## src/rtl/rr_mux_arbiter_pkg.sv

```systemverilog
// Shared types and helpers for the round-robin mux arbiter.
package rr_mux_arbiter_pkg;

    // Arbiter sequencing states: waiting for a request, or streaming a grant
    typedef enum logic [0:0] {
        ST_IDLE = 1'b0,
        ST_XFER = 1'b1
    } arb_state_e;

    // Number of requester lanes for a given select width
    function automatic int calc_n(input int s);
        return 32'sd1 << s;
    endfunction

endpackage

```

## src/rtl/rr_mux_arbiter_if.sv

```systemverilog
// Lane-side and consumer-side bus of the round-robin mux arbiter.
// slave = the arbiter, master = the environment driving lanes/consumer.
interface rr_mux_arbiter_if
    import rr_mux_arbiter_pkg::*;
#(
    parameter int S = 3,
    parameter int T = 8
);
    localparam int N = calc_n(S);

    logic [N-1:0]   req_valid;
    logic [N-1:0]   req_ready;
    logic [N*T-1:0] req_data;
    logic [N-1:0]   req_last;
    logic           out_valid;
    logic           out_ready;
    logic [T-1:0]   out_data;
    logic           out_last;
    logic [S-1:0]   out_sel;
    logic           busy;

    modport master (
        output req_valid, req_data, req_last, out_ready,
        input  req_ready, out_valid, out_data, out_last, out_sel, busy
    );

    modport slave (
        input  req_valid, req_data, req_last, out_ready,
        output req_ready, out_valid, out_data, out_last, out_sel, busy
    );
endinterface

```

## src/rtl/rr_mux_arbiter_mux.sv

```systemverilog
// Recursive 2^S-way mux: each level splits the lanes in half and picks
// between the two sub-results with the top select bit.
module rec_mux
    import rr_mux_arbiter_pkg::*;
#(
    parameter int S = 3,
    parameter int T = 8
) (
    input  logic [S-1:0]             i_ctrl,
    input  logic [calc_n(S)*T-1:0]   i_data,
    output logic [T-1:0]             o_data
);
    generate
        if (S == 1) begin : g_leaf
            assign o_data = i_ctrl[0] ? i_data[2*T-1:T] : i_data[T-1:0];
        end else begin : g_node
            localparam int HALF = calc_n(S - 1) * T;
            logic [T-1:0] w_lo;
            logic [T-1:0] w_hi;

            rec_mux #(.S(S - 1), .T(T)) u_lo (
                .i_ctrl (i_ctrl[S-2:0]),
                .i_data (i_data[HALF-1:0]),
                .o_data (w_lo)
            );

            rec_mux #(.S(S - 1), .T(T)) u_hi (
                .i_ctrl (i_ctrl[S-2:0]),
                .i_data (i_data[2*HALF-1:HALF]),
                .o_data (w_hi)
            );

            assign o_data = i_ctrl[S-1] ? w_hi : w_lo;
        end
    endgenerate
endmodule

```

## src/rtl/rr_mux_arbiter_pick.sv

```systemverilog
// Round-robin picker: rotate requests so ptr sits at bit 0, take the lowest
// set bit, then rotate the index back. Purely combinational.
module rr_pick
    import rr_mux_arbiter_pkg::*;
#(
    parameter int S = 3
) (
    input  logic [calc_n(S)-1:0] i_req,
    input  logic [S-1:0]         i_ptr,
    output logic                 o_any,
    output logic [S-1:0]         o_idx
);
    localparam int N = calc_n(S);

    logic [N-1:0] w_rot;
    logic [S-1:0] w_src;
    logic [S-1:0] w_pos;
    logic         w_found;

    // Rotate, priority-encode from bit 0 upward, un-rotate
    always_comb begin
        w_rot   = '0;
        w_src   = '0;
        w_pos   = '0;
        w_found = 1'b0;
        for (int i = 0; i < N; i++) begin
            w_src    = S'(i) + i_ptr;
            w_rot[i] = i_req[w_src];
        end
        for (int i = 0; i < N; i++) begin
            if (!w_found && w_rot[i]) begin
                w_found = 1'b1;
                w_pos   = S'(i);
            end else begin
                w_found = w_found;
            end
        end
        o_any = w_found;
        o_idx = w_pos + i_ptr;
    end
endmodule

```

## src/rtl/rr_mux_arbiter.sv

```systemverilog
// Round-robin arbiter/sequencer owning the select of the shared lane mux.
// Optional macro RR_MUX_ARB_LOCK_EN: hold the grant until a beat with
// req_last; otherwise every accepted beat ends the grant.
module rr_mux_arbiter
    import rr_mux_arbiter_pkg::*;
#(
    parameter int S = 3,
    parameter int T = 8
) (
    input  logic                 clk,
    input  logic                 rst_n,
    rr_mux_arbiter_if.slave      bus
);
    localparam int N = calc_n(S);

    arb_state_e   r_state;
    arb_state_e   w_state_nxt;
    logic [S-1:0] r_ptr;
    logic [S-1:0] w_ptr_nxt;
    logic [S-1:0] r_sel;
    logic [S-1:0] w_sel_nxt;
    logic         r_out_valid;
    logic [T-1:0] r_out_data;
    logic         r_out_last;

    logic         w_any;
    logic [S-1:0] w_pick;
    logic [T-1:0] w_mux_data;
    logic         w_lane_ready;
    logic [N-1:0] w_ready_vec;
    logic         w_xfer;
    logic         w_grant_end;

    rr_pick #(.S(S)) u_pick (
        .i_req (bus.req_valid),
        .i_ptr (r_ptr),
        .o_any (w_any),
        .o_idx (w_pick)
    );

    rec_mux #(.S(S), .T(T)) u_mux (
        .i_ctrl (r_sel),
        .i_data (bus.req_data),
        .o_data (w_mux_data)
    );

    // Granted lane may push when the output register is empty or draining
    always_comb begin
        w_lane_ready = 1'b0;
        w_ready_vec  = '0;
        w_xfer       = 1'b0;
        w_grant_end  = 1'b0;
        if (r_state == ST_XFER) begin
            w_lane_ready = !r_out_valid || bus.out_ready;
        end else begin
            w_lane_ready = 1'b0;
        end
        if (w_lane_ready) begin
            w_ready_vec[r_sel] = 1'b1;
        end else begin
            w_ready_vec = '0;
        end
        w_xfer = w_lane_ready && bus.req_valid[r_sel];
`ifdef RR_MUX_ARB_LOCK_EN
        w_grant_end = w_xfer && bus.req_last[r_sel];
`else
        w_grant_end = w_xfer;
`endif
    end

    // Next-state logic: arbitrate in IDLE, release the grant on its final beat
    always_comb begin
        w_state_nxt = r_state;
        w_sel_nxt   = r_sel;
        w_ptr_nxt   = r_ptr;
        case (r_state)
            ST_IDLE: begin
                if (w_any) begin
                    w_state_nxt = ST_XFER;
                    w_sel_nxt   = w_pick;
                end else begin
                    w_state_nxt = ST_IDLE;
                end
            end
            ST_XFER: begin
                if (w_grant_end) begin
                    w_state_nxt = ST_IDLE;
                    w_ptr_nxt   = r_sel + S'(1'b1);
                end else begin
                    w_state_nxt = ST_XFER;
                end
            end
            default: begin
                w_state_nxt = ST_IDLE;
            end
        endcase
    end

    // Control registers: state, grant index and round-robin pointer
    always_ff @(posedge clk or negedge rst_n) begin
        if (!rst_n) begin
            r_state <= ST_IDLE;
            r_sel   <= '0;
            r_ptr   <= '0;
        end else begin
            r_state <= w_state_nxt;
            r_sel   <= w_sel_nxt;
            r_ptr   <= w_ptr_nxt;
        end
    end

    // One-entry output register; a load wins over a drain in the same cycle
    always_ff @(posedge clk or negedge rst_n) begin
        if (!rst_n) begin
            r_out_valid <= 1'b0;
            r_out_data  <= '0;
            r_out_last  <= 1'b0;
        end else if (w_xfer) begin
            r_out_valid <= 1'b1;
            r_out_data  <= w_mux_data;
            r_out_last  <= bus.req_last[r_sel];
        end else if (r_out_valid && bus.out_ready) begin
            r_out_valid <= 1'b0;
        end else begin
            r_out_valid <= r_out_valid;
        end
    end

    assign bus.req_ready = w_ready_vec;
    assign bus.out_valid = r_out_valid;
    assign bus.out_data  = r_out_data;
    assign bus.out_last  = r_out_last;
    assign bus.out_sel   = r_sel;
    assign bus.busy      = (r_state == ST_XFER);
endmodule
```

## src/flat_wrapper.sv

```systemverilog
// flat-port wrapper written by rule: the top's interface ports become plain ports
module rr_mux_arbiter_flat import rr_mux_arbiter_pkg::*;
#(
    parameter int S = 3,
    parameter int T = 8
)
  (clk, rst_n, bus_req_valid, bus_req_data, bus_req_last, bus_out_ready, bus_req_ready, bus_out_valid, bus_out_data, bus_out_last, bus_out_sel, bus_busy);
  rr_mux_arbiter_if #(.S(S), .T(T)) bus_i ();
  input  logic clk;
  input  logic rst_n;
  input wire logic [$bits(bus_i.req_valid)-1:0] bus_req_valid;
  input wire logic [$bits(bus_i.req_data)-1:0] bus_req_data;
  input wire logic [$bits(bus_i.req_last)-1:0] bus_req_last;
  input wire logic [$bits(bus_i.out_ready)-1:0] bus_out_ready;
  output wire logic [$bits(bus_i.req_ready)-1:0] bus_req_ready;
  output wire logic [$bits(bus_i.out_valid)-1:0] bus_out_valid;
  output wire logic [$bits(bus_i.out_data)-1:0] bus_out_data;
  output wire logic [$bits(bus_i.out_last)-1:0] bus_out_last;
  output wire logic [$bits(bus_i.out_sel)-1:0] bus_out_sel;
  output wire logic [$bits(bus_i.busy)-1:0] bus_busy;
  assign bus_i.req_valid = bus_req_valid;
  assign bus_i.req_data = bus_req_data;
  assign bus_i.req_last = bus_req_last;
  assign bus_i.out_ready = bus_out_ready;
  assign bus_req_ready = bus_i.req_ready;
  assign bus_out_valid = bus_i.out_valid;
  assign bus_out_data = bus_i.out_data;
  assign bus_out_last = bus_i.out_last;
  assign bus_out_sel = bus_i.out_sel;
  assign bus_busy = bus_i.busy;
  rr_mux_arbiter #(.S(S), .T(T)) u_core (.clk(clk), .rst_n(rst_n), .bus(bus_i));
endmodule
```

## config.mk

```make
export PLATFORM = sky130hd
export DESIGN_NAME = rr_mux_arbiter_flat
export DESIGN_NICKNAME = d
export VERILOG_FILES = /design/src/rtl/rr_mux_arbiter_pkg.sv /design/src/rtl/rr_mux_arbiter_if.sv /design/src/rtl/rr_mux_arbiter_mux.sv /design/src/rtl/rr_mux_arbiter_pick.sv /design/src/rtl/rr_mux_arbiter.sv /design/src/flat_wrapper.sv
export SDC_FILE = /design/constraint.sdc
export NUM_CORES = 1
export LEC_CHECK = 0
export ABC_AREA = 1
export CORE_ASPECT_RATIO = 1.2
export CORE_MARGIN = 3
export CORE_UTILIZATION = 30
export DETAILED_ROUTE_END_ITERATION = 10
export PLACE_DENSITY_LB_ADDON = 0.2
export SKIP_CTS_REPAIR_TIMING = 1
export SKIP_LAST_GASP = 1
export SLEW_MARGIN = 20
export SYNTH_ARGS = -nofsm -noshare
export SYNTH_HDL_FRONTEND = slang
export SYNTH_HIERARCHICAL = 1
export SYNTH_SLANG_ARGS = --single-unit
```

## constraint.sdc

```tcl
create_clock -name clk -period 3.2 [get_ports clk]
set_input_delay 0.32 -clock clk [delete_from_list [all_inputs] [get_ports clk]]
set_output_delay 0.32 -clock clk [all_outputs]
set_load 0.03 [all_outputs]
```

==> results of run 1 <==
==> final cells by class <==
cell class | instances | area (um^2) | share of cell area (%)
multi-input cells | 359 | 1700 | 47.8
flip-flops and latches | 17 | 425 | 11.9
repair buffers | 109 | 1080 | 30.3
well taps | 92 | 115 | 3.23
clock inverters | 1 | 5.00 | 0.140
clock buffers | 3 | 41.3 | 1.16
inverters | 50 | 195 | 5.48
==> flip-flops by register name, indices dropped and copies added, names as in the netlist <==
signal	flops
u_core/bus.busy	1
u_core/bus.out_last	1
u_core/bus.out_sel	3
u_core/bus.out_valid	1
u_core/r_ptr	3
u_core/bus.out_data	8
==> worst max path at each step <==
stage / startpoint / to / cells after the start
floorplan: u_core/r_ptr[1] / u_core/bus.out_sel[2] / 21
global placement: bus_req_valid[4] / u_core/bus.out_sel[2] / 19
detailed placement: bus_req_valid[4] / u_core/bus.out_sel[2] / 19
CTS: u_core/r_ptr[0] / u_core/bus.out_sel[2] / 20
global route: u_core/r_ptr[0] / u_core/bus.out_sel[2] / 22
finish: u_core/r_ptr[0] / u_core/bus.out_sel[2] / 22
==> layer usage <==
metal  global-route usage (%)  share of wire [%]  up-vias
li1                         -                  -     1529
met1                     18.8                 41     1204
met2                     29.3                 53       66
met3                     2.44                4.6        8
met4                     3.46                1.5        0
met5                        0                  0        -
==> report_power, final <==
part | switching [uW] | internal, uW | total, uW
Sequential | 151 | 321 | 472
Combinational | 1850 | 1060 | 2920
Clock | 70.9 | 86.2 | 157
==> through the flow <==
stage / instances / utilization, % / total power (uW) / hold WS, ns
floorplan: 441 / - / 2740 / 0.0244
global placement: 627 / 44.8 / 3350 / 0.457
detailed placement: 627 / 44.8 / 3380 / 0.464
CTS: 631 / 45.4 / 3550 / 0.486
global route: 631 / 45.7 / 3970 / 0.520
finish: 631 / 45.7 / 3550 / 0.484
==> worst min-delay path, delay by kind of cell (launching register included) <==
kind | cells | cell delay, ns
and+or+nand+nor | 2 | 0.09
DFF | 1 | 0.36
==> cells in the final DEF (no fill, tap or decap), types with 3 or more instances in the layout <==
master,count
clkbuf_8,3
clkdlybuf4s50_1,104
dfrtp_1,17
nand2_1,240
nand3_1,43
inv_2,14
nand2_2,27
ha_1,3
nand2_4,4
nor2_1,14
buf_4,5
nand3_2,8
a21oi_1,3
inv_1,34
==> cells by family (layout without fill, tap and decap cells) <==
kind of cell | after synthesis | count (layout)
fa+ha+maj | 5 | 5
simple gates | 340 | 340
flops | 17 | 17
buf+inv | 65 | 163
compound gates | 10 | 10
xor+xnor | 4 | 4
==> summary.txt, run 1 <==
Logic synthesis
  • Most common flop cell mapped by yosys: dfrtp_1
  • Simple-gate share of the synthesized area: 61.4%
  • Post-synthesis mux area share: 0%
  • Cell Area, Synth: 2450 um^2
  • Syn Area/Cell: 5.56 um^2
  • Yosys top cell by area: nand2_1
  • Post-synth EDFFs: 0
  • Synth Area in Adders: 2.86%
  • Synthesis Warnings: 6
  • Post-synthesis async set-or-reset flop share: 100%
  • FF+latch count, synth: 17
  • Most common cell in the netlist: nand2_1
  • Most instantiated cells after synthesis: nand2_1, nand3_1, inv_1
  • Sequential area share after synthesis: 17.3%
  • Compound-cell area share of the yosys netlist: 2.80%
  • Largest family of logic cells by synthesized area: simple AND/OR/NAND/NOR gates
  • Syn Inst Count: 441
  • Area contributors post-synth: nand2_1, dfrtp_1, nand3_1, nand2_2, buf_6
  • Post-synth net total: 529
  • Post-synthesis xor/xnor area fraction: 1.43%
  • Top cell type's share of synthesized area: 36.7%
  • Number of distinct library cells after synthesis: 29

Power
  • LEAKAGE: 0.00193 uW
  • VDD IR max: 0.284 mV
  • Pwr/cell area: 996 nW/um^2

Clock tree
  • Clock Sinks: 17
  • H-tree depth: 1
  • Clock transition at path regs: 0.07 ns
  • Num CTS Buffers: 3
  • Root Driver: clkbuf_8
  • CTS tree: yes
  • Latest clock arrival within the worst-skew pair: 0.25 ns
  • Clk buf depth: 2

STA
  • Worst Skew: 0.00178 ns
  • RSZ-0062 raised after global routing: false
  • Setup slack after layout: 0.308 ns
  • Highest clock rate: 346 MHz
  • Max-slew violations: 0
  • Slew Limit Headroom: 50.0%
  • Hold Vio Cnt, Final: 0
  • Minimum clock period: 2.89 ns
  • Setup Viol. Count Final: 0
  • Worst-margin pin slew: 0.747 ns
  • Setup_tns: 0 ns
  • Period utilisation layout: 90.4%

Critical path
  • Setup CP Type: register to register
  • Arr. time, crit path: 3.02 ns
  • Cell Chain, Critical Path: buf_4 > ha_1 > inv_1 > nand2_1 > nand2_2 > inv_1 > nand3_2 > nand2_2 > nor2_4 > nand2_4 > nor2_2 > nand2_1 > o211ai_2 > ha_1 > fa_1 > xor2_2 > inv_1 > nand3_1 > nand2_1 > inv_1 > nor2_1 > a21oi_1
  • Critical path buffers and inverters: 5
  • Worst reg2reg path depth: 22
  • RR Startpoint: u_core/r_ptr[0]
  • Crit-path max FO: 11
  • Reg-to-reg endpoint: u_core/bus.out_sel[2]
  • CP max stage delay: 0.41 ns
  • Reg2Reg Setup Slack: 0.31 ns
  • Cell mode on critical path: inv_1
  • WP data required: 3.33 ns
  • Crit path max-delay family: simple AND/OR/NAND/NOR gates
  • Worst Setup Start Kind: register
  • Slowest-stage cell, CP: dfrtp_1
  • Endpoint type of the worst setup path: register

Global route
  • GRT Util Overall: 15.9%
  • Total global routing overflow: 0
  • Initial antenna violation count: 0
  • Vias in the first global route: 2801
  • First-pass GRT wire length: 12200 um
  • Maximum number of pins on one net before global-route repair: 35

Die
  • Boundary Pins: 105
  • Rows: 35
  • Die height: 105 um
  • Total die area: 9300 um^2
  • Die width: 88.6 um
  • Area of the core: 7790 um^2
  • Initial core utilization: 31.5%

Hold path
  • Hold_sp: u_core/bus.out_last
  • Hold path endpoint: u_core/bus.out_last
  • Hold Path Class: register to register
  • WHS Path Cells: 2

Placement
  • Final GP Congestion: 0.835
  • # port buffers: 104
  • Setup WS pre-CTS: 0.284 ns
  • Dpl cell area: 3500 um^2
  • DPL Wire Length: 6120 um

Route
  • Via/cell ratio: 4.45
  • Detail Route Antenna Nets: 0
  • DRT Pass-1 Iters: 4
  • Vias: 2807
  • Initial DRC Count: 105
  • Residual DRC: 0
  • Average wire per cell in the routed design: 11.5 um
  • Final WL: 7280 um

Run status
  • Status: complete, no violations

Finish
  • Final nets: 628
  • Layout cells sized above 1: 13.4%
  • # fillers: 854
  • Diode count: 0
  • Fin area: 3560 um^2
  • Synth-to-Final Area Change: 45.2%

Run
  • Max Cap Viol: 0
(Power assumes the default switching activity.)
==> inputs of run 2 (changes only) <==
--- a/config.mk
+++ b/config.mk
@@ -9,6 +9,8 @@
 export CORE_ASPECT_RATIO = 1.2
 export CORE_MARGIN = 3
 export CORE_UTILIZATION = 30
+export CTS_CLUSTER_DIAMETER = 80
+export CTS_CLUSTER_SIZE = 40
 export DETAILED_ROUTE_END_ITERATION = 10
 export PLACE_DENSITY_LB_ADDON = 0.2
 export SKIP_CTS_REPAIR_TIMING = 1
==> constraint.sdc (replaced) <==
create_clock -name clk -period 2.6 [get_ports clk]
set_input_delay 0.26 -clock clk [delete_from_list [all_inputs] [get_ports clk]]
set_output_delay 0.26 -clock clk [all_outputs]
set_load 0.03 [all_outputs]
==> summary.txt, run 2 (synthesis gave the netlist of run 1 again) <==
Run status
  • Status: finished, violations left
  • Failing checks: setup timing

Die
  • Boundary Pins: 105
  • Initial core utilization: 31.5%
  • Total die area: 9300 um^2
  • Die width: 88.6 um
  • Die height: 105 um
  • Area of the core: 7790 um^2
  • Rows: 35

Global route
  • Global Route met2 Usage: 29.7%
  • Routing usage on met3: 2.13%
  • Maximum number of pins on one net before global-route repair: 33
  • Vias in the first global route: 2867
  • First-pass GRT wire length: 12300 um
  • GRT busiest layer: met2
  • Total global routing overflow: 0
  • GRT Util Overall: 16.0%
  • Grt met1 use: 18.7%
  • Initial antenna violation count: 0

Critical path
  • Worst Setup Start Kind: register
  • Crit-path max FO: 5
  • Critical path buffers and inverters: 6
  • Slowest-stage cell, CP: dfrtp_2
  • Endpoint type of the worst setup path: register
  • RR Startpoint: u_core/r_ptr[0]
  • Crit path max-delay family: simple AND/OR/NAND/NOR gates
  • CP max stage delay: 0.47 ns
  • WP data required: 2.73 ns
  • Cell mode on critical path: nand3_2
  • Worst Setup SP: u_core/r_ptr[0]
  • Arr. time, crit path: 2.92 ns
  • Setup CP Type: register to register
  • Cell Chain, Critical Path: inv_8 > ha_4 > inv_6 > nand3_2 > nand3_2 > nand2_4 > nor2_4 > nand2_4 > nor3_4 > buf_4 > buf_4 > nand2_1 > nand3_2 > fa_2 > xor2_2 > inv_1 > nand3_1 > nand2_1 > inv_1 > nor2_1 > a21oi_1

Route
  • Initial DRC Count: 64
  • Average wire per cell in the routed design: 11.3 um
  • Detail Route Antenna Nets: 0
  • Residual DRC: 0
  • Final WL: 7350 um
  • Vias: 2889
  • Via/cell ratio: 4.46
  • DRT Pass-1 Iters: 4

Finish
  • Register area: 428 um^2
  • Synth-to-Final Area Change: 53.6%
  • Commonest cells after routing, fill and taps aside: nand2_1, clkdlybuf4s50_1, nand3_1, inv_1, nand2_2
  • # fillers: 817
  • Diode count: 0
  • Layout cells sized above 1: 18.2%
  • Final nets: 645
  • Multi-input logic area: 1770 um^2
  • Commonest non-fill, non-tap cell in the layout: nand2_1
  • Largest register FFs: 8

STA
  • Worst-margin pin slew: 0.763 ns
  • Setup Viol. Count Final: 2
  • Worst Skew: 0.00215 ns
  • RSZ-0062 raised after global routing: true
  • Period utilisation layout: 108%
  • Highest clock rate: 358 MHz
  • Setup slack after layout: -0.195 ns
  • Minimum clock period: 2.80 ns
  • Max-slew violations: 0
  • Hold Vio Cnt, Final: 0
  • Hold_ws: 0.463 ns
  • Slew Limit Headroom: 49.0%

Clock tree
  • CTS tree: yes
  • Num CTS Buffers: 3
  • Clk buf depth: 2
  • Clock transition at path regs: 0.06 ns
  • H-tree depth: 1
  • Root Driver: clkbuf_8
  • Latest clock arrival within the worst-skew pair: 0.24 ns
  • Clock Sinks: 17

Run
  • Max Cap Viol: 0

Placement
  • Setup WS pre-CTS: -0.235 ns
  • DPL Wire Length: 6230 um
  • Final GP Congestion: 0.849
  • # port buffers: 104

Power
  • LEAKAGE: 0.00202 uW
  • VDD IR max: 0.434 mV
  • Pwr/cell area: 1260 nW/um^2

Hold path
  • Hold Path Class: primary input to asynchronous set/reset pin
run 2: changes by cell type in the layout (fill, tap and decap cells not counted), moves of 2 or more:
cell,before,now
nand3_1,43,36
dfrtp_1,17,15
ha_1,3,1
nand3_2,8,13
nand3_4,0,2
buf_4,5,22
dfrtp_2,0,2
run 2: path summary, 6_finish.rpt:
check | to | slack (ns) | cells past startpoint
worst max-delay path | u_core/bus.out_sel[2] | -0.20 | 21
worst min-delay path | u_core/bus.out_valid | 0.46 | 1
worst max register to register | u_core/bus.out_sel[2] | -0.20 | 21
worst min register to register | u_core/bus.out_data[4] | 0.48 | 2
max in group asynchronous | u_core/r_ptr[0] | 1.61 | 1
min in group clk | u_core/bus.out_data[4] | 0.48 | 2
run 2: area by class of cell:
class	count	share of cell area, %
tap	92	3.05
timing repair buffer	126	32.0
multi-input combinational	359	46.9
clock buffer	4	1.20
sequential	17	11.4
inverter	50	5.44
run 2: through the flow:
| stage | cell area, um^2 | TNS, ns | power [uW] | std cells | utilization (%) |
|---|---|---|---|---|---|
| after floorplan | 2500 | -0.0219 | 3460 | 441 | - |
| after global placement | 3650 | -0.142 | 4440 | 641 | 46.8 |
| after detailed placement | 3650 | -0.313 | 4470 | 641 | 46.8 |
| after CTS | 3690 | -0.253 | 4680 | 645 | 47.4 |
| after global routing | 3770 | -0.679 | 5280 | 648 | 48.3 |
| final | 3770 | -0.279 | 4760 | 648 | 48.3 |
run 2: power breakdown:
part | total, uW | switching (uW) | internal (uW)
sequential | 544 | 144 | 400
clock | 190 | 81.9 | 108
combinational | 4020 | 2450 | 1570
total | 4760 | 2680 | 2080
run 2: metal layers:
layer / share of wire [%] / vias to the layer above
met2: 54 / 73
li1: - / 1567
met5: 0 / -
met3: 4.1 / 10
met1: 41 / 1239
met4: 1.6 / 0
==> inputs of run 3 (changes only) <==
--- a/config.mk
+++ b/config.mk
@@ -7,7 +7,7 @@
 export LEC_CHECK = 0
 export ABC_AREA = 1
 export CORE_ASPECT_RATIO = 1.2
-export CORE_MARGIN = 3
+export CORE_MARGIN = 4
 export CORE_UTILIZATION = 30
 export CTS_CLUSTER_DIAMETER = 80
 export CTS_CLUSTER_SIZE = 40
==> summary.txt, run 3 (synthesis gave the netlist of run 1 again) <==
STA
  • Highest clock rate: 368 MHz
  • Setup Viol. Count Final: 2
  • RSZ-0062 raised after global routing: true
  • Setup slack after layout: -0.114 ns
  • Worst-margin pin slew: 0.794 ns
  • Period utilisation layout: 104%
  • Hold_ws: 0.469 ns
  • Slew Limit Headroom: 46.9%
  • Setup_tns: -0.131 ns
  • Minimum clock period: 2.71 ns
  • Max-slew violations: 0
  • Worst Skew: 0.00276 ns
  • Hold Vio Cnt, Final: 0

Die
  • Rows: 35
  • Die width: 90.6 um
  • Die height: 107 um
  • Area of the core: 7840 um^2
  • Total die area: 9700 um^2
  • Boundary Pins: 105
  • Initial core utilization: 31.3%

Critical path
  • Reg2Reg Setup Slack: -0.11 ns
  • Endpoint type of the worst setup path: register
  • Worst reg2reg path depth: 20
  • Crit-path max FO: 6
  • Reg-to-reg endpoint: u_core/bus.out_sel[2]
  • Arr. time, crit path: 2.85 ns
  • RR Startpoint: u_core/r_ptr[0]
  • WP data required: 2.73 ns
  • Slowest-stage cell, CP: dfrtp_2
  • Setup CP Type: register to register
  • Worst Setup Start Kind: register
  • Cell Chain, Critical Path: inv_8 > ha_4 > inv_4 > nand3_2 > nand3_2 > nand2_4 > nor2_4 > nand2_4 > nor2_2 > nand2_1 > o211ai_2 > ha_2 > fa_2 > xor2_2 > inv_1 > nand3_1 > nand2_1 > inv_1 > nor2_1 > a21oi_1
  • CP max stage delay: 0.50 ns

Finish
  • Multi-input logic area: 1760 um^2
  • Diode count: 0
  • Synth-to-Final Area Change: 54.7%
  • Layout cells sized above 1: 19.1%
  • Commonest non-fill, non-tap cell in the layout: nand2_1
  • Final nets: 650
  • # fillers: 845
  • Register area: 428 um^2
  • Commonest cells after routing, fill and taps aside: nand2_1, clkdlybuf4s50_1, nand3_1, inv_1, nand2_2
  • Largest register FFs: 8

Route
  • Residual DRC: 0
  • Detail Route Antenna Nets: 0
  • Vias: 2893
  • DRT Pass-1 Iters: 4
  • Via/cell ratio: 4.43
  • Initial DRC Count: 94
  • Final WL: 7860 um
  • Average wire per cell in the routed design: 12.0 um

Global route
  • Vias in the first global route: 2913
  • First-pass GRT wire length: 12800 um
  • Maximum number of pins on one net before global-route repair: 26
  • Total global routing overflow: 0
  • GRT Util Overall: 15.8%
  • Initial antenna violation count: 0

Clock tree
  • Latest clock arrival within the worst-skew pair: 0.25 ns
  • H-tree depth: 1
  • Clk buf depth: 2
  • Num CTS Buffers: 3
  • CTS tree: yes
  • Clock Sinks: 17
  • Root Driver: clkbuf_8
  • Clock transition at path regs: 0.07 ns

Power
  • VDD IR max: 0.418 mV
  • LEAKAGE: 0.00205 uW
  • Switching part of the total power: 56.5%
  • Power Internal: 2090 uW
  • Sw Pwr: 2710 uW
  • Reg power frac: 11.6%
  • Pwr/cell area: 1260 nW/um^2
  • Power Total: 4800 uW
  • Comb pwr share: 84.3%
  • Clock Power Share: 4.1%

Placement
  • Final GP Congestion: 0.816
  • DPL Wire Length: 6690 um
  • Setup WS pre-CTS: -0.299 ns
  • # port buffers: 104

Run
  • Max Cap Viol: 0

Hold path
  • Hold Path Class: primary input to asynchronous set/reset pin

Run status
  • Status: finished, violations left
  • Failing checks: setup timing
run 3: stage by stage:
step                area, um^2  cells  utilization [%]
CTS                       3740    651             47.7
global route              3800    653             48.4
global placement          3690    647             47.1
finish                    3800    653             48.4
detailed placement        3690    647             47.1
floorplan                 2500    441                -
run 3: worst max-delay path by stage:
| stage | start | to | cells after the start | slack [ns] |
|---|---|---|---|---|
| 6_report | u_core/r_ptr[0] | u_core/bus.out_sel[2] | 20 | -0.11 |
| 5_1_grt | u_core/r_ptr[2] | u_core/bus.out_sel[2] | 17 | -0.36 |
| 4_1_cts | u_core/r_ptr[0] | u_core/bus.out_sel[2] | 21 | -0.31 |
| 3_5_place_dp | u_core/r_ptr[0] | u_core/bus.out_sel[2] | 19 | -0.30 |
| 3_3_place_gp | bus_req_valid[2] | u_core/bus.out_sel[2] | 19 | -0.17 |
| 2_1_floorplan | u_core/r_ptr[1] | u_core/bus.out_sel[2] | 20 | -0.02 |
run 3: power by group through the flow:
stage          logic, uW  clock network, uW  registers (uW)
6_report            4050                198             556
5_1_grt             4560                215             578
4_1_cts             4000                205             558
3_5_place_dp        3990                  0             560
3_3_place_gp        3910                  0             556
2_1_floorplan       2750                  0             715
run 3: critical path, delay by kind of cell (launching register included):
| kind | cells | cell delay (ns) |
|---|---|---|
| buf+inv | 4 | 0.20 |
| compound gates | 2 | 0.14 |
| flops | 1 | 0.50 |
| fa+ha+maj | 3 | 0.84 |
| xor+xnor | 1 | 0.18 |
| simple gates | 10 | 0.73 |
run 3: cell type report:
| class | instances | share of cell area (%) |
|---|---|---|
| tap | 92 | 3.03 |
| clock inverter | 1 | 0.132 |
| multi-input combinational | 359 | 46.3 |
| inverter | 50 | 5.34 |
| clock buffer | 3 | 1.09 |
| timing repair buffer | 131 | 32.9 |
| sequential | 17 | 11.3 |
run 3: layer usage:
layer	track usage (%)	part of all wire (%)	vias up
met1	16.4	38	1241
met3	2.46	4.9	10
li1	-	-	1577
met5	0	0	-
met2	32.1	56	65
met4	4.49	1.7	0
